--- src/rtl/turf_event_frag_tx.sv ---
// Purpose: splits TURF events into UDP fragments. Each fragment is a UDP header, one tag qword, then up to nfragment+1 payload qwords.
// Latency: the UDP header is valid 2 cycles after the descriptor handshake. Payload passes through combinationally.
// Backpressure: an m_ tready stall holds the FSM indefinitely. While forwarding payload, s_evdata_tready follows m_udpdata_tready.
// Ports: s_evhdr_* event descriptor {addr, len}; s_evdata_* payload stream; m_udphdr_* {ip, port, udp_len};
//        m_udpdata_* fragment stream; event_* / nfragment_count_i are destination controls sampled per event;
//        dropped_count_o counts closed-destination events (saturating); err_len_o flags tlast/length disagreement.
module turf_event_frag_tx #(
    parameter int LEN_BITS      = 20,
    parameter int ADDR_BITS     = 12,
    parameter int DROP_CNT_BITS = 16
) (
    input  logic                     aclk,
    input  logic                     areset,
    input  logic [31:0]              s_evhdr_tdata,
    input  logic                     s_evhdr_tvalid,
    output logic                     s_evhdr_tready,
    input  logic [63:0]              s_evdata_tdata,
    input  logic                     s_evdata_tvalid,
    output logic                     s_evdata_tready,
    input  logic                     s_evdata_tlast,
    output logic [63:0]              m_udphdr_tdata,
    output logic                     m_udphdr_tvalid,
    input  logic                     m_udphdr_tready,
    output logic [63:0]              m_udpdata_tdata,
    output logic [7:0]               m_udpdata_tkeep,
    output logic                     m_udpdata_tvalid,
    input  logic                     m_udpdata_tready,
    output logic                     m_udpdata_tlast,
    input  logic [9:0]               nfragment_count_i,
    input  logic [31:0]              event_ip_i,
    input  logic [15:0]              event_port_i,
    input  logic                     event_open_i,
    output logic [DROP_CNT_BITS-1:0] dropped_count_o,
    output logic                     err_len_o
);

    // One extra bit so that a zero-length descriptor can hold 2^LEN_BITS qwords.
    localparam int REM_W = LEN_BITS + 1;

    typedef enum logic [2:0] {
        S_IDLE,
        S_LOAD,
        S_FRAG_HDR,
        S_FRAG_TAG,
        S_FRAG_DATA,
        S_NEXT,
        S_DROP
    } state_t;

    state_t                   r_state;
    state_t                   w_state_nxt;
    logic [ADDR_BITS-1:0]     r_addr;
    logic [REM_W-1:0]         r_rem_ev;
    logic [10:0]              r_frag_len;
    logic [10:0]              r_frag_rem;
    logic [10:0]              r_n;
    logic                     r_last;
    logic [15:0]              r_frag_idx;
    logic [31:0]              r_ip;
    logic [15:0]              r_port;
    logic                     r_open;
    logic [DROP_CNT_BITS-1:0] r_drop_cnt;
    logic                     r_err_len;

    logic [LEN_BITS-1:0]      w_hdr_len;
    logic [ADDR_BITS-1:0]     w_hdr_addr;
    logic                     w_last;
    logic [10:0]              w_n;
    logic [15:0]              w_nbytes;
    logic [15:0]              w_udp_len;
    logic [11:0]              w_addr12;
    logic [63:0]              w_tag;
    logic                     w_rem_is_one;
    logic                     w_beat;

    logic                     w_evhdr_rdy;
    logic                     w_evdata_rdy;
    logic                     w_udphdr_vld;
    logic                     w_udpdata_vld;
    logic                     w_udpdata_last;
    logic [63:0]              w_udpdata_dat;

    assign w_hdr_len    = s_evhdr_tdata[LEN_BITS-1:0];
    assign w_hdr_addr   = s_evhdr_tdata[LEN_BITS +: ADDR_BITS];

    // Size of the next fragment: whatever is left of the event, capped at the fragment length.
    assign w_last       = (r_rem_ev <= REM_W'(r_frag_len));
    assign w_n          = w_last ? r_rem_ev[10:0] : r_frag_len;

    assign w_nbytes     = {2'b00, r_n, 3'b000};
    assign w_udp_len    = 16'd16 + w_nbytes;
    assign w_addr12     = 12'(r_addr);
    assign w_tag        = {4'h0, w_addr12, r_frag_idx, w_nbytes, 15'h0, r_last};
    assign w_rem_is_one = (r_rem_ev == REM_W'(1));
    assign w_beat       = s_evdata_tvalid && w_evdata_rdy;

    always_comb begin
        w_state_nxt    = r_state;
        w_evhdr_rdy    = 1'b0;
        w_evdata_rdy   = 1'b0;
        w_udphdr_vld   = 1'b0;
        w_udpdata_vld  = 1'b0;
        w_udpdata_last = 1'b0;
        w_udpdata_dat  = s_evdata_tdata;
        case (r_state)
            S_IDLE: begin
                w_evhdr_rdy = 1'b1;
                if (s_evhdr_tvalid) w_state_nxt = S_LOAD;
            end
            S_LOAD: begin
                w_state_nxt = r_open ? S_FRAG_HDR : S_DROP;
            end
            S_FRAG_HDR: begin
                w_udphdr_vld = 1'b1;
                if (m_udphdr_tready) w_state_nxt = S_FRAG_TAG;
            end
            S_FRAG_TAG: begin
                w_udpdata_vld = 1'b1;
                w_udpdata_dat = w_tag;
                if (m_udpdata_tready) w_state_nxt = S_FRAG_DATA;
            end
            S_FRAG_DATA: begin
                w_udpdata_vld  = s_evdata_tvalid;
                w_evdata_rdy   = m_udpdata_tready;
                w_udpdata_last = (r_frag_rem == 11'd1);
                if (w_beat && (r_frag_rem == 11'd1)) begin
                    w_state_nxt = (r_rem_ev > REM_W'(1)) ? S_NEXT : S_IDLE;
                end
            end
            S_NEXT: begin
                w_state_nxt = S_FRAG_HDR;
            end
            S_DROP: begin
                w_evdata_rdy = 1'b1;
                if (s_evdata_tvalid && w_rem_is_one) w_state_nxt = S_IDLE;
            end
            default: w_state_nxt = S_IDLE;
        endcase
    end

    always_ff @(posedge aclk) begin
        if (areset) begin
            r_state    <= S_IDLE;
            r_addr     <= '0;
            r_rem_ev   <= '0;
            r_frag_len <= '0;
            r_frag_rem <= '0;
            r_n        <= '0;
            r_last     <= 1'b0;
            r_frag_idx <= '0;
            r_ip       <= '0;
            r_port     <= '0;
            r_open     <= 1'b0;
            r_drop_cnt <= '0;
            r_err_len  <= 1'b0;
        end else begin
            r_state   <= w_state_nxt;
            r_err_len <= 1'b0;
            case (r_state)
                S_IDLE: begin
                    if (s_evhdr_tvalid) begin
                        r_addr     <= w_hdr_addr;
                        r_rem_ev   <= (w_hdr_len == '0) ? (REM_W'(1) << LEN_BITS)
                                                        : REM_W'(w_hdr_len);
                        r_frag_len <= 11'(nfragment_count_i) + 11'd1;
                        r_ip       <= event_ip_i;
                        r_port     <= event_port_i;
                        r_open     <= event_open_i;
                        r_frag_idx <= '0;
                    end
                end
                S_LOAD: begin
                    r_n        <= w_n;
                    r_last     <= w_last;
                    r_frag_rem <= w_n;
                    if (!r_open && (r_drop_cnt != '1)) begin
                        r_drop_cnt <= r_drop_cnt + DROP_CNT_BITS'(1);
                    end
                end
                S_NEXT: begin
                    r_n        <= w_n;
                    r_last     <= w_last;
                    r_frag_rem <= w_n;
                    r_frag_idx <= r_frag_idx + 16'd1;
                end
                S_FRAG_DATA: begin
                    if (w_beat) begin
                        r_frag_rem <= r_frag_rem - 11'd1;
                        r_rem_ev   <= r_rem_ev - REM_W'(1);
                        r_err_len  <= (s_evdata_tlast != w_rem_is_one);
                    end
                end
                S_DROP: begin
                    if (s_evdata_tvalid) begin
                        r_rem_ev  <= r_rem_ev - REM_W'(1);
                        r_err_len <= (s_evdata_tlast != w_rem_is_one);
                    end
                end
                default: ;
            endcase
        end
    end

    // Handshake outputs are held low while reset is asserted, even though the state register already reads IDLE.
    assign s_evhdr_tready   = w_evhdr_rdy   && !areset;
    assign s_evdata_tready  = w_evdata_rdy  && !areset;
    assign m_udphdr_tvalid  = w_udphdr_vld  && !areset;
    assign m_udpdata_tvalid = w_udpdata_vld && !areset;
    assign m_udphdr_tdata   = {r_ip, r_port, w_udp_len};
    assign m_udpdata_tdata  = w_udpdata_dat;
    assign m_udpdata_tlast  = w_udpdata_last;
    assign m_udpdata_tkeep  = 8'hFF;
    assign dropped_count_o  = r_drop_cnt;
    assign err_len_o        = r_err_len;

endmodule

--- config.mk ---
export PLATFORM = sky130hd
export DESIGN_NAME = turf_event_frag_tx
export DESIGN_NICKNAME = d
export VERILOG_FILES = /design/src/rtl/turf_event_frag_tx.sv
export SDC_FILE = /design/constraint.sdc
export NUM_CORES = 1
export LEC_CHECK = 0
export CAP_MARGIN = 20
export CORE_UTILIZATION = 49
export CTS_BUF_LIST = sky130_fd_sc_hd__clkbuf_4
export CTS_CLUSTER_DIAMETER = 60
export DETAILED_ROUTE_END_ITERATION = 8
export PLACE_DENSITY_LB_ADDON = 0.05
export RECOVER_POWER = 50
export SLEW_MARGIN = 20
export SYNTH_ARGS = -nofsm -noshare
export SYNTH_HDL_FRONTEND = slang
export SYNTH_SLANG_ARGS = --single-unit
--- constraint.sdc ---
create_clock -name aclk -period 6.51 [get_ports aclk]
set_input_delay 1.6275 -clock aclk [delete_from_list [all_inputs] [get_ports aclk]]
set_output_delay 1.6275 -clock aclk [all_outputs]
set_load 0.05 [all_outputs]
==> flow_summary.yaml <==
outcome:
  status: "finished, violations left"
  violations: "capacitance limit, slew limit"
yosys:
  synthCells: 1057
  ys_seq_elements: 152
  avgSynthCellArea_um2: 7.73
  synth_top_area_share_pct: 37.2
  yosysUniqueCellTypes: 61
  synth_edf_count: 0
  syn-cell-area_mm2: 0.00817
  synthFlopType: "dfxtp_1"
  synthTopCellsByArea: "dfxtp_1 (37%), nand2_1 (8.4%), a21oi_1 (6.6%)"
  synth_top_area_cell: "dfxtp_1"
  seq_area_frac_synth_pct: 37.2
  synth_warnings: 0
  async_flop_share_pct: 0
global_routing:
  grt_max_degree: 86
  grt_pass1_wl_mm: 39.6
  grt_pass1_vias: 7677
  antenna_found_initial: 2
  grt-ovfl-total: 0
  grtUsageTotal_pct: 28.6
clock_tree:
  clockRootBuffer: "clkbuf_4"
  clock_sinks: 152
  cts_tree: "done"
  insertion_delay_ns: 0.57
  cts_buffers: 17
  ctsHtreeMaxLevel: 4
  cts-resized-gates: 0
  postCtsSetupBuffers: 0
  ctsHoldBuffers: 0
  path_clk_slew_ns: 0.13
  cts.path.max_buffers: 2
die:
  die_w_um: 131
  die-area_mm2: 0.0172
  ioPinCount: 320
  core_mm2: 0.0161
  dieHeight_um: 131
  start_util_pct: 50.9
  rows: 46
pwr:
  pwr-share-comb_pct: 55.3
  intPower_mw: 2.17
  p_leak_nw: 4.23
  p_sw_mw: 2.08
  powerDensity_mw_per_mm2: 371
  peakVddDrop_v: 0.000191
  p_clk_share_pct: 12.5
  switching_share_pct: 48.9
  seqPwrFrac_pct: 32.2
final_layout:
  layout.cells.most_common_list: "clkdlybuf4s50_1 (297), nand2_1 (181), dfxtp_1 (152), nor2_1 (112), a21oi_1 (108)"
  fillers: 1351
  drive_gt1_share_pct: 6.46
  area_growth_pct: 40.3
  multi_input_area_mm2: 0.00472
  nets: 1500
  seqCellArea_mm2: 0.00304
  finalInstanceArea_mm2: 0.0115
  final_common_cell: "clkdlybuf4s50_1"
sta:
  fin_crit_sh_pct: 82.8
  setup_viol: 0
  fin_skew_ns: 0.0147
  hold_violations: 0
  tns_ns: 0
  rsz0062_at_grt: "false"
  worst_slew_pin_slew_ns: 3.71
  fmax_mhz: 186
  maxSlewHeadroom_pct: -148
  fin_crit_ns: 5.39
  setup_ws_ns: 1.12
  slew_viol_final: 136
route:
  drtIter0Drc: 571
  via_count: 8521
  totalWireLength_mm: 24.8
  drc_errors: 0
  wl_per_cell_um: 16.0
  ant_nets: 0
  dr.pass1.iters: 5
  via_per_inst: 5.50
hold_path:
  min_path_cells: 2
  hp-class: "reg2reg"
  min_to: "r_port[5]$_SDFFE_PP0P_"
  hp-start: "r_port[5]$_SDFFE_PP0P_"
critical_path:
  critPathMaxFanout: 85
  rrSetupSlack_ns: 2.29
  crit_required_ns: 6.97
  startpoint: "areset"
  worst_ep_arrival_time_ns: 5.85
  cp-end-kind: "flip-flop"
  rr_startpoint: "r_state[1]$_SDFFE_PP0P_"
  critPathKind: "in2reg"
  ff2ff_path_depth: 5
  setup.worst_path.start_class: "input pin"
  timing.rr.end: "r_frag_idx[12]$_SDFFE_PP0P_"
place:
  dpl_cell_area_mm2: 0.0112
  io_buffers: 307
  dpl.hpwl_mm: 18.5
  place_ws_ns: 1.49
  gp_congestion: 0.887
run:
  maxCapViolCount: 2
==> synthesized netlist by cell type, types with 14 or more instances <==
library cell / count
a211oi_1: 24
clkbuf_1: 57
nor4_1: 18
dfxtp_1: 152
xor2_1: 15
nor3_1: 19
inv_1: 17
mux2i_1: 15
mux2_2: 41
nor2_1: 112
ha_1: 19
a21oi_1: 108
xnor2_1: 16
nand2_1: 182
o21ai_0: 37
nand3_1: 43
and3_1: 14
and2_1: 25
==> registers in the layout, summed over array words and instances, names as in the netlist <==
register         count
r_n                 11
r_addr              12
r_ip                32
r_last               1
r_frag_len          11
r_rem_ev            21
dropped_count_o     16
err_len_o            1
r_open               1
r_port              16
r_state              3
r_frag_idx          16
r_frag_rem          11
==> critical path, cell delays in order <==
cell and delay (ns):
buf_4 0.59, clkbuf_1 2.68, nor2_1 0.31, and4_1 0.40, a211o_1 0.22
==> power by group through the flow <==
stage	clock network [mW]	registers (mW)	logic [mW]
global placement	0	1.38	2.30
global route	0.588	1.40	2.55
detailed placement	0	1.39	2.33
floorplan	0	1.51	1.56
finish	0.532	1.37	2.35
CTS	0.547	1.36	2.34
==> how the worst max path moves through the flow <==
stage               cells past startpoint  slack [ns]                          to
floorplan                               3        1.42              s_evhdr_tready
global placement                        4        1.49             m_udphdr_tvalid
detailed placement                      4        1.49             m_udphdr_tvalid
CTS                                     5        1.45         m_udpdata_tdata[54]
global route                            5        0.68  r_frag_rem[2]$_SDFFE_PP0P_
finish                                  5        1.12  r_frag_rem[2]$_SDFFE_PP0P_
==> metal layers <==
metal  global-route usage (%)  part of all wire [%]  up-vias  routed length [µm]
met2                     48.0                    48      364               11900
li1                         -                     -     4211                   -
met4                     10.1                   2.2        0                 553
met5                        0                     0        -                   0
met1                     34.4                    41     3912               10200
met3                     8.56                   8.8       34                2180
==> cell type report <==
cell class | instances | area share, %
antenna | 2 | 0.0436
sequential | 152 | 26.5
multi-input combinational | 816 | 41.2
clock inverter | 13 | 0.917
timing repair buffer | 315 | 27.2
inverter | 17 | 0.557
clock buffer | 19 | 1.24
tap | 216 | 2.36
==> cells by family (layout without fill, tap and decap cells) <==
family / Yosys count / after routing / synth area share (%)
xor+xnor: 31 / 31 / 3.32
mux: 56 / 56 / 7.49
fa+ha+maj: 19 / 19 / 2.91
buf+inv: 99 / 364 / 5.51
compound gates: 230 / 230 / 16.8
other cells: 2 / 14 / 0.0919
simple gates: 468 / 468 / 26.7
flops: 152 / 152 / 37.2
==> stage by stage <==
stage | utilization, % | hold WS, ns | power (mW) | std cells
2_1_floorplan | - | 0.434 | 3.07 | 1067
4_1_cts | 71.5 | 0.463 | 4.25 | 1548
5_1_grt | 71.4 | 0.475 | 4.53 | 1550
3_5_place_dp | 70.0 | 0.446 | 3.71 | 1516
3_3_place_gp | 70.0 | 0.441 | 3.68 | 1516
6_report | 71.4 | 0.462 | 4.25 | 1550
No activity file was read; power rests on OpenSTA's default activity.
